**config.mk**
```make
export PLATFORM = sky130hd
export DESIGN_NAME = pipelined_adder
export DESIGN_NICKNAME = d
export VERILOG_FILES = /design/src/rtl/pipelined_adder.sv
export SDC_FILE = /design/constraint.sdc
export NUM_CORES = 1
export LEC_CHECK = 0
export ABC_AREA = 1
export CAP_MARGIN = 5
export CORE_MARGIN = 3
export CORE_UTILIZATION = 40
export DETAILED_ROUTE_END_ITERATION = 10
export PLACE_DENSITY_LB_ADDON = 0.2
export SETUP_SLACK_MARGIN = 0.15
export SKIP_CTS_REPAIR_TIMING = 1
export SLEW_MARGIN = 20
export SYNTH_ARGS = -nofsm -noshare
export SYNTH_HDL_FRONTEND = slang
export SYNTH_SLANG_ARGS = --single-unit
```
**constraint.sdc**
```tcl
create_clock -name clk -period 3 [get_ports clk]
set_input_delay 0.6 -clock clk [delete_from_list [all_inputs] [get_ports clk]]
set_output_delay 0.6 -clock clk [all_outputs]
set_load 0.005 [all_outputs]
```
**src/rtl/pipelined_adder.sv**
```systemverilog
// pipelined_adder: block-wise carry-lookahead adder/subtractor, one pipeline stage per BLOCK bits.
module pipelined_adder #(
  parameter int WIDTH = 8,
  parameter int BLOCK = 4
) (
  input  logic             clk,
  input  logic             rst,
  input  logic             in_valid,
  output logic             in_ready,
  input  logic [WIDTH-1:0] a,
  input  logic [WIDTH-1:0] b,
  input  logic             ci,
  input  logic             sub,
  output logic             out_valid,
  input  logic             out_ready,
  output logic [WIDTH-1:0] sum,
  output logic             co,
  output logic             ovf,
  output logic             zero
);
  localparam int L = WIDTH / BLOCK;

  function automatic logic [BLOCK:0] cla(input logic [BLOCK-1:0] x, input logic [BLOCK-1:0] y, input logic cin);
    logic [BLOCK-1:0] g, p;
    logic [BLOCK:0] c;
    logic t;
    g = x & y;
    p = x ^ y;
    c = '0;
    c[0] = cin;
    for (int i = 0; i < BLOCK; i++) begin
      c[i+1] = g[i];
      t = p[i];
      for (int m = i - 1; m >= 0; m--) begin
        c[i+1] = c[i+1] | (t & g[m]);
        t = t & p[m];
      end
      c[i+1] = c[i+1] | (t & cin);
    end
    return c;
  endfunction

  logic en;
  logic [L-1:0] v_q, v_d, c_q, c_d;
  logic ovf_q, ovf_d;
  logic [WIDTH-1:0] bx, sum_w;

  assign out_valid = v_q[L-1];
  assign en = !out_valid || out_ready;
  assign in_ready = en;
  assign bx = sub ? ~b : b;

  genvar j;
  for (j = 0; j < L; j++) begin : g_st
    logic [BLOCK-1:0] as, bs;
    logic cin;
    logic [BLOCK:0] cv;
    logic [BLOCK-1:0] r_q [L-j];
    logic [BLOCK-1:0] r_d [L-j];
    if (j == 0) begin : g_in
      assign as = a[BLOCK-1:0];
      assign bs = bx[BLOCK-1:0];
      assign cin = sub | ci;
    end else begin : g_skew
      // operand slice j waits j cycles so it meets the carry rippling up from below
      logic [BLOCK-1:0] ak_q [j];
      logic [BLOCK-1:0] ak_d [j];
      logic [BLOCK-1:0] bk_q [j];
      logic [BLOCK-1:0] bk_d [j];
      always_comb begin
        ak_d[0] = a[j*BLOCK +: BLOCK];
        bk_d[0] = bx[j*BLOCK +: BLOCK];
        for (int i = 1; i < j; i++) begin
          ak_d[i] = ak_q[i-1];
          bk_d[i] = bk_q[i-1];
        end
      end
      always_ff @(posedge clk or posedge rst) begin
        if (rst) begin
          ak_q <= '{default: '0};
          bk_q <= '{default: '0};
        end else if (en) begin
          ak_q <= ak_d;
          bk_q <= bk_d;
        end
      end
      assign as = ak_q[j-1];
      assign bs = bk_q[j-1];
      assign cin = c_q[j-1];
    end
    assign cv = cla(as, bs, cin);
    assign c_d[j] = cv[BLOCK];
    always_comb begin
      r_d[0] = (as ^ bs) ^ cv[BLOCK-1:0];
      for (int i = 1; i < L - j; i++) r_d[i] = r_q[i-1];
    end
    always_ff @(posedge clk or posedge rst) begin
      if (rst) r_q <= '{default: '0};
      else if (en) r_q <= r_d;
    end
    assign sum_w[j*BLOCK +: BLOCK] = r_q[L-j-1];
    if (j == L - 1) begin : g_ovf
      assign ovf_d = cv[BLOCK] ^ cv[BLOCK-1];
    end
  end

  assign v_d = (v_q << 1) | L'(in_valid);

  always_ff @(posedge clk or posedge rst) begin
    if (rst) begin
      v_q <= '0;
      c_q <= '0;
      ovf_q <= 1'b0;
    end else if (en) begin
      v_q <= v_d;
      c_q <= c_d;
      ovf_q <= ovf_d;
    end
  end

  assign sum = sum_w;
  assign co = c_q[L-1];
  assign ovf = ovf_q;
  assign zero = (sum_w == '0);
endmodule

```
# [Word level (Yosys, flattened, before mapping)]
# Cells that the tools add are included.
[totals] regBits=25 inputBits=22 out_inout_bits=13
[classes] mux=1 bitwise_logic=62 reduce_logical=3
[ops] cell="$and 1x1->1" n=32
[ops] cell="$or 1x1->1" n=21
[ops] cell="$xor 4x4->4" n=4
[ops] cell="$and 4x4->4" n=2
[ops] cell="$logic_not 8->1" n=1
[ops] cell="$mux 8" n=1
[ops] cell="$not 8->8" n=1
[ops] cell="$or 2x1->2" n=1
[ops] cell="$logic_not 1->1" n=1
[ops] cell="$logic_or 1x1->1" n=1
[ops] cell="$xor 1x1->1" n=1

# [Logic depth before layout (Yosys ltp)]
[depth] ltp_word=8 mapped_depth=11

# [Least setup slack after synthesis]
# OpenSTA, ideal clock, no wires.
[synth_path] path_kind="in2reg" startpoint="input sub" endpoint="register g_st[0].r_q (netlist bit g_st[0].r_d[2])" t_arrival_ns=1.811 setup_slack_ns=1.072 stages=10 path_buffers=1 path_cell_list="buf_6 -> xnor2_1 -> inv_1 -> ha_1 -> nand2_1 -> or2_1 -> nand2_1 -> nand2_1 -> nand3_2 -> o21ai_2"
[synth_between] elab_chain_len=6 elab_cells_between_ends=10
[synth_lines] item="start, declared" line_no="13" text="input logic sub,"
[synth_lines] item="$mux 8" line_no="51" text="assign bx = sub ? ~b : b;"
[synth_lines] item="$xor 4x4->4 / $and 4x4->4 (equally long branches)" line_no="28, 94, 27"
[synth_lines] item="$and 1x1->1, on equally long branches" line_no="35, 36"
[synth_lines] item="$or 1x1->1 / $and 1x1->1 (equally long branches)" line_no="35, 38"
[synth_lines] item="$or 1x1->1" line_no="38" text="c[i+1] = c[i+1] | (t & cin);"
[synth_lines] item="$xor 4x4->4 *" line_no="94" text="r_d[0] = (as ^ bs) ^ cv[BLOCK-1:0];"
[synth_lines] item="end signal, assigned" line_no="99" text="else if (en) r_q <= r_d;"
[synth_lines] item="end, declared" line_no="58" text="logic [BLOCK-1:0] r_q [L-j];"
# Mark *: on every way between the ends. The rest lies on a longest branch, timed or not.
# A chain may end at the register's enable or synchronous reset.

# [Worst setup path after layout]
[layout_path] startpoint="register g_st[1].r_q[1] (netlist name)" endpoint="output zero"
[layout_between] elab_chain_len=1
[layout_lines] item="start, declared" line_no="58"
[layout_lines] item="start signal, assigned" line_no="99"
[layout_lines] item="$logic_not 8->1" line_no="124" text="assign zero = (sum_w == '0);"
[layout_lines] item="end, declared" line_no="19" text="output logic zero"
# Every way passes these cells.

==> flow_summary_export.csv <==
group,metric,value,unit
floorplan,chipWidth,66.55,um
cts,clock_sinks,25,
yosys,syn_inst,176,
route,viasPerCell,4.840,
worst_setup_path,crit_slowest_cell,"clkdlybuf4s50_1",
global_routing,antenna_found_initial,0,
worst_setup_path,critical-path-max-stage-delay,500,ps
timing,whs,453.3,ps
worst_setup_path,crit_chain,"nor4_1, and2_1, clkdlybuf4s50_1",
power_and_ir_drop,p_leak,0.9182,nW
route,drt-total-wl,2.974,mm
run_status,status,"complete, no violations",
floorplan,num_rows,21,
placed_design,dp.final_hpwl,2.318,mm
cts,cts_tree,"done",
timing,timing.fmax,421.7,MHz
floorplan,pin_count,35,
run,maxCapViolations,0,
worst_setup_path,setup.worst_path.end_class,"primary output",
timing,finalHoldViolCount,0,
layout,layout-drive-gt1-share,5.714,%
layout,syn2layout_area_growth,28.67,%
route,drt_iter0_drc,68,
timing,slew_violations,0,
route,final_antenna_net_count,0,
global_routing,grt_usage,15.00,%
placed_design,portBuffers,34,
power_and_ir_drop,ir_worst_vdd,0.0002109,V
worst_setup_path,cp.required,2400,ps
route,detail_route.wl_per_cell,11.62,um
cts,clock_path_buffers,2,
placed_design,gp_congestion,0.8532,
yosys,synth_cell_types,24,
timing,fin_crit_sh,79.05,%
timing,fin_crit,2371,ps
yosys,synth-seq-cells,25,
worst_setup_path,path_max_fanout,3,
yosys,avgSynthCellArea,8.332,um2
global_routing,grt_max_degree,30,
timing,setup_viol,0,
route,drc,0,
worst_setup_path,worstPathArrival,1770,ps
floorplan,initial_core_util,42.60,%
worst_setup_path,r2r_slack,1530,ps
cts,insertion_delay,260,ps
cts,htree_levels,1,
yosys,synth_area,1466,um2
timing,grt_setup_unrepaired,"false",
yosys,syn_nets,210,
yosys,ys_warn_count,0,
cts,clkTransAtPathRegs,80,ps
global_routing,grt_pass1_wl,5.106,mm
route,vias,1239,
power_and_ir_drop,p_per_area,600.4,nW/um2
route,dr.pass1.iters,4,
worst_setup_path,critPathLaunchType,"flip-flop",
floorplan,coreArea,3442,um2
timing,skew,4.295,ps
cts,cts_buffers,3,
timing,slew_headroom,38.52,%
timing,fin_setup_tns,0,ps
timing,worst_slew_pin_slew,921.2,ps
yosys,yosysSeqAreaShare,42.66,%
global_routing,grt_pass1_vias,1249,
floorplan,die_h,66.55,um
worst_hold_path,hold_class,"flip-flop to flip-flop",
global_routing,overflow,0,
worst_setup_path,worstSetupPathType,"flip-flop to primary output",
cts,clock_tree.root_cell,"clkbuf_8",
floorplan,dieArea,4428,um2
layout,nNetsFinal,245,
layout,antennaDiodeCount,0,
==> routing by layer <==
| metal | GRT usage, % | vias to the layer above | share of wire (%) |
|---|---|---|---|
| met4 | 8.629 | 0 | 1.7 |
| met2 | 27.35 | 29 | 51 |
| met3 | 2.192 | 6 | 4.6 |
| met1 | 16.26 | 578 | 42 |
| met5 | 0 | - | 0 |
| li1 | - | 626 | - |
==> stage by stage <==
stage | cells | cell area [um2] | total power, W | util (%) | setup slack [ps]
after global placement | 252 | 1841 | 0.0009307 | 53.47 | 550.3
after detailed placement | 252 | 1841 | 0.0009496 | 53.47 | 447.9
after global routing | 256 | 1887 | 0.001233 | 54.82 | 571.0
after floorplan | 176 | 1466 | 0.0007421 | - | 1072
after CTS | 256 | 1887 | 0.001147 | 54.82 | 597.1
final | 256 | 1887 | 0.001133 | 54.82 | 628.6
==> registers in the layout, summed over array words and instances (netlist names) <==
name,flops
ovf,1
sum,4
c_q,2
g_st.r_d,4
g_st.bs,4
g_st.as,4
g_st.r_q,4
v_q,2
==> path summary, 6_finish.rpt <==
| kind | startpoint | depth (start not counted) | end |
|---|---|---|---|
| hold reg to reg | v_q[0]$_DFFE_PP0P_ | 2 | v_q[1]$_DFFE_PP0P_ |
| max in group asynchronous | rst | 2 | g_st[1].as[0]$_DFFE_PP0P_ |
| min in group asynchronous | rst | 2 | g_st[1].bs[3]$_DFFE_PP0P_ |
| setup / recovery | g_st[1].r_q[1]$_DFFE_PP0P_ | 3 | zero |
| hold / removal | v_q[0]$_DFFE_PP0P_ | 2 | v_q[1]$_DFFE_PP0P_ |
| setup reg to reg | g_st[1].as[1]$_DFFE_PP0P_ | 6 | ovf$_DFFE_PP0P_ |
==> cells in the final DEF, fill, tap and decap left out, drive strengths merged <==
cell type,count
nand2,56
or2,2
ha,10
nor2,11
xor2,5
nor4,2
dfrtp,25
clkbuf,3
buf,3
and2,1
inv,17
clkinv,1
nand4,2
fa,2
a21oi,5
a31oi,1
nand3b,1
xnor2,5
o21ai,13
nand3,11
clkdlybuf4s50,34
==> cells by family (layout without fill, tap and decap cells) <==
kind of cell             Yosys count  after routing  share of synthesized area (%)
flip-flops                        25             25                          42.66
AO/OA/AOI/OAI                     19             19                          6.826
AND/OR/NAND/NOR                   86             86                          25.77
buffers and inverters             24             58                          7.508
XOR/XNOR                          10             10                          5.972
adder cells (fa/ha/maj)           12             12                          11.26
==> area by class of cell <==
cell class | count | area (um2)
Fill cell | 326 | 1555
Multi-Input combinational cell | 127 | 730.7
Sequential cell | 25 | 625.6
Timing Repair Buffer | 37 | 362.8
Inverter | 17 | 63.81
Tap cell | 46 | 57.56
Clock buffer | 3 | 41.29
Clock inverter | 1 | 5.005
==> critical path, delay by kind of cell, from the launching register on <==
| kind | cells | cell delay, ps |
|---|---|---|
| buffers and inverters | 1 | 500 |
| and+or+nand+nor | 2 | 620 |
| DFF | 1 | 400 |
==> report_power, final <==
part / total [W] / switching, W / internal, W
logic: 0.000451 / 0.000214 / 0.000237
clock network: 0.000194 / 0.000102 / 0.0000927
registers: 0.000487 / 0.0000599 / 0.000427
==> Yosys cell counts (all sizes together) <==
cell	n	share of area, %
xnor2	5	3.0
nand2	56	14
nand4	2	0.85
nor4	2	0.85
nand3b	1	0.51
inv	17	4.4
a21oi	5	1.7
xor2	5	3.0
or2	2	1.0
nor2	11	3.3
a31oi	1	0.43
fa	2	2.7
and2	1	0.43
buf	7	3.2
nand3	11	4.4
o21ai	13	4.7
dfrtp	25	43
ha	10	8.5
(Power assumes the default switching activity.)
==> RTL change, RTL diff (same flow settings) <==
Change the parameter `BLOCK` from 4 to 2.
--- a/src/rtl/pipelined_adder.sv
+++ b/src/rtl/pipelined_adder.sv
@@ -3,3 +3,3 @@
   parameter int WIDTH = 8,
-  parameter int BLOCK = 4
+  parameter int BLOCK = 2
 ) (
Formal check against the unedited RTL: not equivalent (a bounded check fails within 4 cycles, from zero or initial values and one cycle with rst high).
==> RTL change against the original RTL <==
Area after synthesis grew 75%. Worst setup slack gained 0.044 ns. Via count up 39%. Hold slack improved by 0.019 ns. Design area up 58%. Total power is 140% higher. Sequential cell count increased by 28. Sequential power grew to 2.5 times the old value. Critical path type is now input pin to output port. Wire length rose by 45%.
==> RTL change: results (changes against the original RTL) <==
final.hold.worst_slack_ns: 0.4720  # +0.01873 ns
finalClockSkew_ns: 0.006932  # +0.002637 ns
synth_compound_area_share_pct: 10.80  # +4.0 points
dp.cells: 363  # +44%
cts-htree-levels: 2  # +1
holdPathEnd: "g_st[0].r_d[0]"
area_share_of_xor_xnor_cells_in_the_synthesized_design_pct: 3.745  # -2.2 points
crit_family: "buffers and inverters"
synthTopCellsByCount: "nand2_1 (90), dfrtp_1 (53), inv_1 (24)"
worst_ir_drop_vdd_mv: 0.5763  # +170%
status: "finished clean"
layout.area.seq_um2: 1326  # +110%
synth_sequential_area_ratio_pct: 51.56  # +8.9 points
comb.multi_input.count: 173  # +36%
routedLengthMet1_mm: 2.012  # +60%
multi_input_comb_area_um2: 1013  # +39%
timing.critical_path.to: "in_ready"
power.static_leakage_nw: 1.439  # +57%
clockBufferCount: 6  # +3
wl_met2_mm: 2.049  # +34%
yosys.area_share.adder_pct: 7.004  # -4.3 points
gr-usage-met3_pct: 3.517  # +1.3 points
grt_use_total_pct: 13.20  # -1.8 points
final_estimated_routing_congestion_in_global_placement: 0.7455  # -13%
finalNetCount: 329  # +34%
r2r_slack_ns: 1.57  # +0.04 ns
route.met3.wl_um: 192  # +39%
nWellTaps: 75  # +63%
==> RTL change: cell types whose count changed after synthesis, sizes merged, moves of 5 or more <==
cell	before	now
dfrtp	25	53
buf	7	12
nor2	11	6
inv	17	25
nand2	56	98
o21ai	13	33
==> RTL change: logic make-up (layout without fill, tap and decap cells) <==
| logic type | Yosys count | in the layout |
|---|---|---|
| fa+ha+maj | 12 | 12 |
| xor+xnor | 11 | 11 |
| flops | 53 | 53 |
| simple gates | 112 | 112 |
| compound gates | 38 | 38 |
| buf+inv | 37 | 70 |
==> RTL change: stage by stage <==
step | util [%] | total power, mW | setup slack [ns]
after floorplan | - | 2.101 | 1.114
after global placement | 47.89 | 2.369 | 0.6565
after detailed placement | 47.89 | 2.403 | 0.6262
after CTS | 49.26 | 2.797 | 0.6594
after global routing | 49.26 | 3.013 | 0.6437
final | 49.26 | 2.749 | 0.6726
==> RTL change: where the power goes <==
group	total, mW	switching [mW]	internal (mW)
Clock	0.383	0.221	0.162
Combinational	1.15	0.617	0.531
Sequential	1.22	0.188	1.03
